**src/rtl/mem_arbiter_pkg.sv**
```systemverilog
// Shared types and constants for the two-port memory arbiter.
package mem_arbiter_pkg;

   localparam int   NUM_PORTS = 2;
   localparam logic PORT0     = 1'b0;
   localparam logic PORT1     = 1'b1;

   typedef enum logic [1:0] {
      IDLE  = 2'd0,
      ISSUE = 2'd1,
      WAIT  = 2'd2,
      RESP  = 2'd3
   } state_e;

endpackage

```
**src/rtl/mem_arbiter_rr_picker.sv**
```systemverilog
// Combinational two-way request picker.
// MEM_ARBITER_FIXED_PRIO_EN selects fixed port-0 priority instead of round-robin.
module rr_picker
   import mem_arbiter_pkg::*;
(
   input  logic [NUM_PORTS-1:0] req_i,
   input  logic                 last_grant_i,
   output logic                 valid_o,
   output logic                 port_o
);

`ifdef MEM_ARBITER_FIXED_PRIO_EN
   logic unused_last_grant_s;
   assign unused_last_grant_s = last_grant_i;
`endif

   // Choose the winning port; on a tie either port 0 or the port not granted last.
   always_comb begin
      valid_o = |req_i;
      port_o  = PORT0;
      case (req_i)
         2'b01:   port_o = PORT0;
         2'b10:   port_o = PORT1;
`ifdef MEM_ARBITER_FIXED_PRIO_EN
         2'b11:   port_o = PORT0;
`else
         2'b11:   port_o = ~last_grant_i;
`endif
         default: port_o = PORT0;
      endcase
   end

endmodule

```
**src/rtl/mem_arbiter.sv**
```systemverilog
// Two-port arbiter/sequencer for a single-port memory with ready handshake.
// Build option: MEM_ARBITER_FIXED_PRIO_EN (fixed port-0 priority, see rr_picker).
module mem_arbiter
   import mem_arbiter_pkg::*;
#(
   parameter int DATA_WIDTH = 32
) (
   input  logic                  clk_in,
   input  logic                  rst_n_in,
   input  logic                  p0_req_in,
   input  logic                  p0_write_in,
   input  logic [DATA_WIDTH-1:0] p0_addr_in,
   input  logic [DATA_WIDTH-1:0] p0_data_in,
   input  logic                  p1_req_in,
   input  logic                  p1_write_in,
   input  logic [DATA_WIDTH-1:0] p1_addr_in,
   input  logic [DATA_WIDTH-1:0] p1_data_in,
   output logic                  p0_ack_out,
   output logic                  p1_ack_out,
   output logic [DATA_WIDTH-1:0] rdata_out,
   output logic                  busy_out,
   output logic                  mem_enable_out,
   output logic                  mem_write_out,
   output logic [DATA_WIDTH-1:0] mem_addr_out,
   output logic [DATA_WIDTH-1:0] mem_data_out,
   input  logic                  mem_ready_in,
   input  logic [DATA_WIDTH-1:0] mem_data_in
);

   state_e                state_q, state_d;
   logic                  grant_q, grant_d;
   logic                  last_grant_q, last_grant_d;
   logic                  wr_q, wr_d;
   logic                  enable_q, enable_d;
   logic                  mem_write_q, mem_write_d;
   logic [DATA_WIDTH-1:0] addr_q, addr_d;
   logic [DATA_WIDTH-1:0] data_q, data_d;
   logic [DATA_WIDTH-1:0] rdata_q, rdata_d;
   logic                  ack0_q, ack0_d;
   logic                  ack1_q, ack1_d;
   logic                  busy_q, busy_d;

   logic                  pick_valid_s;
   logic                  pick_port_s;
   logic                  ready_ok_s;

   // A floating or unknown ready line must read as "not ready".
   assign ready_ok_s = (mem_ready_in === 1'b1);

   rr_picker u_picker (
      .req_i        ({p1_req_in, p0_req_in}),
      .last_grant_i (last_grant_q),
      .valid_o      (pick_valid_s),
      .port_o       (pick_port_s)
   );

   always_ff @(posedge clk_in or negedge rst_n_in) begin
      if (!rst_n_in) begin
         state_q <= IDLE;
      end else begin
         state_q <= state_d;
      end
   end

   always_comb begin
      state_d = state_q;
      case (state_q)
         IDLE: begin
            if (pick_valid_s) begin
               state_d = ISSUE;
            end else begin
               state_d = IDLE;
            end
         end
         ISSUE: state_d = WAIT;
         WAIT: begin
            if (ready_ok_s) begin
               state_d = RESP;
            end else begin
               state_d = ISSUE;
            end
         end
         RESP:    state_d = IDLE;
         default: state_d = IDLE;
      endcase
   end

   // Next values of all registered outputs and the latched access.
   always_comb begin
      grant_d      = grant_q;
      last_grant_d = last_grant_q;
      wr_d         = wr_q;
      addr_d       = addr_q;
      data_d       = data_q;
      rdata_d      = rdata_q;
      enable_d     = 1'b0;
      mem_write_d  = 1'b0;
      ack0_d       = 1'b0;
      ack1_d       = 1'b0;
      busy_d       = (state_d != IDLE);
      case (state_q)
         IDLE: begin
            if (pick_valid_s) begin
               grant_d      = pick_port_s;
               last_grant_d = pick_port_s;
               wr_d         = (pick_port_s == PORT1) ? p1_write_in : p0_write_in;
               addr_d       = (pick_port_s == PORT1) ? p1_addr_in  : p0_addr_in;
               data_d       = (pick_port_s == PORT1) ? p1_data_in  : p0_data_in;
               enable_d     = 1'b1;
               mem_write_d  = wr_d;
            end else begin
               enable_d     = 1'b0;
            end
         end
         WAIT: begin
            if (ready_ok_s) begin
               rdata_d = mem_data_in;
               if (grant_q == PORT1) begin
                  ack1_d = 1'b1;
               end else begin
                  ack0_d = 1'b1;
               end
            end else begin
               enable_d    = 1'b1;
               mem_write_d = wr_q;
            end
         end
         ISSUE:   enable_d = 1'b0;
         RESP:    enable_d = 1'b0;
         default: enable_d = 1'b0;
      endcase
   end

   always_ff @(posedge clk_in or negedge rst_n_in) begin
      if (!rst_n_in) begin
         grant_q      <= PORT0;
         last_grant_q <= PORT1;
         wr_q         <= 1'b0;
         enable_q     <= 1'b0;
         mem_write_q  <= 1'b0;
         addr_q       <= {DATA_WIDTH{1'b0}};
         data_q       <= {DATA_WIDTH{1'b0}};
         rdata_q      <= {DATA_WIDTH{1'b0}};
         ack0_q       <= 1'b0;
         ack1_q       <= 1'b0;
         busy_q       <= 1'b0;
      end else begin
         grant_q      <= grant_d;
         last_grant_q <= last_grant_d;
         wr_q         <= wr_d;
         enable_q     <= enable_d;
         mem_write_q  <= mem_write_d;
         addr_q       <= addr_d;
         data_q       <= data_d;
         rdata_q      <= rdata_d;
         ack0_q       <= ack0_d;
         ack1_q       <= ack1_d;
         busy_q       <= busy_d;
      end
   end

   assign p0_ack_out     = ack0_q;
   assign p1_ack_out     = ack1_q;
   assign rdata_out      = rdata_q;
   assign busy_out       = busy_q;
   assign mem_enable_out = enable_q;
   assign mem_write_out  = mem_write_q;
   assign mem_addr_out   = addr_q;
   assign mem_data_out   = data_q;

endmodule

```
**config.mk**
```make
export PLATFORM = sky130hd
export DESIGN_NAME = mem_arbiter
export DESIGN_NICKNAME = d
export VERILOG_FILES = /design/src/rtl/mem_arbiter_pkg.sv /design/src/rtl/mem_arbiter_rr_picker.sv /design/src/rtl/mem_arbiter.sv
export SDC_FILE = /design/constraint.sdc
export NUM_CORES = 1
export LEC_CHECK = 0
export CAP_MARGIN = 20
export CORE_AREA = 2 2 115 117
export DETAILED_ROUTE_END_ITERATION = 8
export DIE_AREA = 0 0 117 119
export PLACE_DENSITY = 0.8
export SYNTH_ARGS = -nofsm -noshare
export SYNTH_HDL_FRONTEND = slang
export SYNTH_SLANG_ARGS = --single-unit
```
**constraint.sdc**
```tcl
create_clock -name clk_in -period 2.05 [get_ports clk_in]
set_input_delay 0.3075 -clock clk_in [delete_from_list [all_inputs] [get_ports clk_in]]
set_output_delay 0.3075 -clock clk_in [all_outputs]
set_load 0.02 [all_outputs]
```
==> results.toml, run 1 <==
[sta]
maxSlewHeadroom = 0.7617
rsz0062_at_grt = "false"
fin_tns_setup_ns = 0
skew_ns = 0.01002
timing.final.ws_setup_ns = 0.3648
tightest_slew_ns = 0.3575
min_period_ns = 1.685
hold_viol_final = 0
drv_slew = 0
fin_crit_sh = 0.8220
fmax_mhz = 593.4
setup_viol = 0

[synth]
synth_area_per_cell_um2 = 16.02
yosys_register_bits = 106
synthAdderAreaFrac = 0
synth_compound_area_frac = 0.005890
yosys.area_share.simple = 0.01229
synthMuxAreaShare = 0.4123
syn_area_um2 = 4886
netlist_instances = 305
ys_seq_area_frac = 0.5431
postSynthNetCount = 472
synth.distinct_cells = 19
synth_xor_xnor_area_share = 0
synth_top_family_by_area = "multiplexers"
yosys_warnings = 0

[status]
status = "complete, no violations"

[route]
drc_errors = 0
routed_via_density = 4.640
drt_pass1_iterations = 4
drtAntennaViolNets = 0
wl_um = 12820
wl_per_cell_um = 16.89
dr_total_vias = 3522
dr.first_iter.drc_count = 99

[worst_setup_path]
ff2ff_path_depth = 4
rrSetupSlack_ns = 0.36
cp_slowest_cell = "dfstp_2"
crit_path_cell_trace = "a21bo_4, buf_4, mux2_2, mux2_2"
rr_endpoint = "mem_addr_out[16]"
required_ns = 2.26
critical_path_class = "flop to flop"
cp-start-kind = "flop"
r2r_start = "last_grant_q"
worst_setup_path_end_kind = "flop"
cpMostUsedCell = "mux2_2"
cp_max_fo = 9
arrival_ns = 1.90
critPathMaxStageDelay_ns = 0.54

[power_and_ir_drop]
power_density_nw_per_um2 = 1441
vdd_ir_drop_max_mv = 0.7987
p_leak_nw = 3.426

[run]
max_cap_violations = 0

[global_routing]
grt_max_degree = 53
antenna_found_initial = 0
globalRouteTotalUtil = 0.1828
grt_pass1_vias = 3851
grt_first_pass_wirelength_um = 19570
grt-ovfl-total = 0

[final_layout]
utilization = 0.6319
drive_gt1_frac = 0.3259
final_cell_count_no_fill = 759
stdcell_area_um2 = 8135
syn2layout_area_growth_pct = 66.50
final_nets = 745
n_fill_cell = 1016
diodes = 0

[placement]
place_area_um2 = 7829
pre_cts_slack_ns = 0.03603
port_buffers = 267
gp_congestion = 0.7793
hpwl_um = 10030
dp_cells = 742

[clock_tree]
insertion_delay_ns = 0.34
cts-root-buf = "clkbuf_16"
clock-sinks = 106
htreeDepth = 3
clk_pin_slew_ns = 0.07
cts_buffers = 9
cts_tree = "done"
hold_buffers = 1
cts-resized-gates = 0
cts_max_path_buffers = 2
post-cts-setup-buffers = 0

[floorplan]
ioPinCount = 268
die_h_um = 119
die-area_um2 = 13920
core_area_um2 = 12870
start_util = 0.3795
die_width_um = 117
rows = 42

[min_path]
min_path_type = "input port to asynchronous set/reset pin"
-- layout by cell type, fill, tap and decap left out, drive strengths merged --
| master | synthesis | routed |
|---|---|---|
| a21bo | 1 | 1 |
| buf | 17 | 12 |
| bufinv | 0 | 1 |
| clkbuf | 0 | 11 |
| clkdlybuf4s50 | 0 | 266 |
| clkinv | 0 | 4 |
| dfrtp | 105 | 105 |
| dfstp | 1 | 1 |
| dlygate4sd3 | 0 | 1 |
| inv | 3 | 3 |
| mux2 | 160 | 160 |
| mux2i | 4 | 4 |
| nand2 | 1 | 1 |
| nand2b | 2 | 2 |
| nand3b | 1 | 1 |
| nor2 | 4 | 4 |
| nor3 | 2 | 2 |
| o21ai | 2 | 2 |
| o32ai | 1 | 1 |
| or3 | 1 | 1 |
-- state kept, by name, summed over array words and instances (netlist names) --
register / flops
mem_data_out: 32
p0_ack_out: 1
p1_ack_out: 1
mem_addr_out: 32
wr_q: 1
grant_q: 1
rdata_out: 32
busy_out: 1
state_q: 2
mem_enable_out: 1
last_grant_q: 1
mem_write_out: 1
-- cells in the mapped netlist (all sizes together) --
master / instances / area share
nand3b: 1 / 0.0015
o32ai: 1 / 0.0018
nor3: 2 / 0.0031
or3: 1 / 0.0013
a21bo: 1 / 0.0020
dfrtp: 105 / 0.54
o21ai: 2 / 0.0020
inv: 3 / 0.0023
dfstp: 1 / 0.0054
mux2: 160 / 0.40
buf: 17 / 0.024
nand2b: 2 / 0.0026
nor2: 4 / 0.0031
nand2: 1 / 0.00077
mux2i: 4 / 0.0082
-- routing by layer --
| metal | part of all wire | GRT usage | vias to the layer above |
|---|---|---|---|
| met5 | 0 | 0 | - |
| met1 | 0.36 | 0.1963 | 1717 |
| met3 | 0.092 | 0.05293 | 23 |
| met2 | 0.53 | 0.3345 | 153 |
| li1 | - | - | 1629 |
| met4 | 0.025 | 0.06618 | 0 |
-- how the worst max path moves through the flow --
stage | start | endpoint | depth (start not counted)
2_1_floorplan | last_grant_q | mem_data_out[27] | 5
3_3_place_gp | p0_req_in | mem_addr_out[10] | 5
6_report | last_grant_q | mem_addr_out[16] | 4
5_1_grt | last_grant_q | mem_addr_out[16] | 4
4_1_cts | last_grant_q | mem_addr_out[16] | 4
3_5_place_dp | p0_req_in | mem_addr_out[6] | 5
-- through the flow --
stage               total power, mW  hold WS, ns
CTS                           11.87       0.4276
detailed placement            10.12       0.2498
finish                        11.72       0.4245
global placement              9.942       0.2409
floorplan                     7.106      0.01191
global route                  12.33       0.4363
-- cell type report --
class	instances	area (µm²)	area share
clock buffer	11	242.7	0.02984
clock inverter	5	53.80	0.006613
sequential	106	2654	0.3262
inverter	3	11.26	0.001384
tap	176	220.2	0.02707
timing repair buffer	279	2838	0.3488
multi-input combinational	179	2116	0.2601
-- cells by family after synthesis --
kind of cell / after synthesis
simple gates: 11
compound gates: 4
buf+inv: 20
flops: 106
mux: 164
-- worst max-delay path: cells and delay by family (launching register included) --
kind / cells / cell delay [ns]
compound gates: 1 / 0.19
buf+inv: 1 / 0.20
flops: 1 / 0.54
mux: 2 / 0.63
-- where the power goes --
| part | internal [mW] | switching [mW] | leakage, nW |
|---|---|---|---|
| clock | 0.977 | 0.729 | 0.149 |
| sequential | 3.17 | 0.579 | 1.25 |
| combinational | 3.56 | 2.71 | 2.03 |
| total | 7.70 | 4.02 | 3.43 |
No activity file was read; power rests on OpenSTA's default activity.
==> run 2: changes to the inputs <==
==> constraint.sdc (replaced) <==
create_clock -name clk_in -period 1.7 [get_ports clk_in]
set_input_delay 0.255 -clock clk_in [delete_from_list [all_inputs] [get_ports clk_in]]
set_output_delay 0.255 -clock clk_in [all_outputs]
set_load 0.02 [all_outputs]
==> run 2 against run 1 <==
Count of clock-buffer cells in the layout did not move. Power rose by 20%. Non-clock buffer count fell by 3. Final cell count fell by 0.66%. First-iteration DRC count fell by 29%. Sequential share of layout area rose by 0.075 points. Global-route usage barely moved. Fmax rose by 0.40%. Worst hold slack got worse by 0.033 ns. Largest power group unchanged.
==> results.toml, run 2 (synthesis gave the netlist of run 1 again) <==
[sta]
drv_slew = 0
skew_ns = 0.006797
fin_crit_sh = 0.9874
rsz0062_at_grt = "true"
maxSlewHeadroom = 0.7210
hold_viol_final = 0
fmax_mhz = 595.7
tightest_slew_ns = 0.4186
setup_viol = 0
min_period_ns = 1.679

[worst_setup_path]
arrival_ns = 1.90
worst_setup_path_end_kind = "flop"
crit_path_cell_trace = "a21bo_4, buf_12, mux2_2, mux2_2"
critPathMaxStageDelay_ns = 0.53
cp-start-kind = "flop"
crit_family = "multiplexers"
critical_path_class = "flop to flop"
cpMostUsedCell = "mux2_2"
required_ns = 1.92
cp_slowest_cell = "dfstp_2"
cp_num_buf_inv = 1
cp_max_fo = 28

[final_layout]
stdcell_area_um2 = 8117
final_common_cell = "clkdlybuf4s50_1"
final_cell_count_no_fill = 754
utilization = 0.6304
drive_gt1_frac = 0.3218
syn2layout_area_growth_pct = 66.12
mostFrequentLayoutCells = "clkdlybuf4s50_1 (266), mux2_2 (112), dfrtp_1 (105)"
final_nets = 742
n_fill_cell = 1017
diodes = 0

[floorplan]
die_h_um = 119
die-area_um2 = 13920
die_width_um = 117
start_util = 0.3795
rows = 42
core_area_um2 = 12870
ioPinCount = 268

[route]
dr.first_iter.drc_count = 70
wl_per_cell_um = 16.78
routed_via_density = 4.674
drt_pass1_iterations = 3
dr_total_vias = 3524
wl_um = 12650
drtAntennaViolNets = 0
drc_errors = 0

[global_routing]
grt_first_pass_wirelength_um = 19440
grt_pass1_vias = 3826
globalRouteTotalUtil = 0.1826
grt-ovfl-total = 0
grt_max_degree = 50
antenna_found_initial = 0

[clock_tree]
insertion_delay_ns = 0.34
htreeDepth = 3
cts_tree = "done"
cts_max_path_buffers = 2
cts-root-buf = "clkbuf_16"
cts_buffers = 9
clock-sinks = 106
clk_pin_slew_ns = 0.06

[power_and_ir_drop]
power_density_nw_per_um2 = 1733
vdd_ir_drop_max_mv = 0.8526
p_leak_nw = 3.420
power.total_mw = 14.07

[status]
status = "complete, no violations"

[run]
max_cap_violations = 0

[placement]
place_area_um2 = 7806
dp_cells = 739
gp_congestion = 0.7677
port_buffers = 267
hpwl_um = 9769

[min_path]
min_path_type = "input port to asynchronous set/reset pin"
-- run 2: cell types whose count changed in the layout (fill, tap and decap cells not counted), sizes merged --
cell / delta
buf: -3
clkinv: -2
-- run 2: cell type report --
cell class	count	area (µm²)	share of cell area
clock buffers	11	252.7	0.03114
clock inverters	3	40.04	0.004933
inverters	3	11.26	0.001387
multi-input cells	179	2123	0.2616
flip-flops and latches	106	2654	0.3270
well taps	176	220.2	0.02713
repair buffers	276	2815	0.3468
-- run 2: per-layer routing --
| metal | vias up | wire (µm) | global-route usage |
|---|---|---|---|
| li1 | 1627 | - | - |
| met1 | 1717 | 4540 | 0.1912 |
| met2 | 156 | 6613 | 0.3262 |
| met3 | 24 | 1145 | 0.05903 |
| met4 | 0 | 353 | 0.08382 |
| met5 | - | 0 | 0 |
-- run 2: metrics by stage --
stage                     TNS (ns)  setup slack (ns)  hold slack, ns
after global routing      -0.08432          -0.01324          0.4275
final                            0           0.02144          0.3920
after global placement      -12.04           -0.2222          0.2223
after detailed placement    -16.00           -0.2810          0.2254
after floorplan                  0           0.07231        -0.04059
after CTS                        0          0.009315          0.3901
-- run 2: final timing paths --
check	startpoint	to	slack (ns)	cells after the start
worst max register to register	last_grant_q	mem_addr_out[8]	0.02	4
max in group asynchronous	rst_n_in	mem_data_out[9]	0.73	3
worst min register to register	grant_q	p0_ack_out	0.43	1
min in group clk_in	grant_q	p0_ack_out	0.43	1
worst max-delay path	last_grant_q	mem_addr_out[8]	0.02	4
worst min-delay path	rst_n_in	rdata_out[25]	0.39	2
-- run 2: what timing repair did --
action                                 CTS  global route
resized for setup                        0             2
setup buffers                            0             0
hold buffers                             1             0
setup endpoints to repair                0            23
endpoints found under the hold margin   28             0
-- run 2: power breakdown --
group / switching [mW] / internal, mW
combinational: 3.26 / 4.25
clock: 0.840 / 1.20
sequential: 0.690 / 3.82
total: 4.79 / 9.27
==> run 3: changes to the inputs <==
--- a/config.mk
+++ b/config.mk
@@ -5,6 +5,7 @@
 export SDC_FILE = /design/constraint.sdc
 export NUM_CORES = 1
 export LEC_CHECK = 0
+export ABC_AREA = 0
 export CAP_MARGIN = 20
 export CORE_AREA = 2 2 115 117
 export DETAILED_ROUTE_END_ITERATION = 8
==> results of run 3 <==
The final DEF is identical to that of run 2; final timing and power are the same.
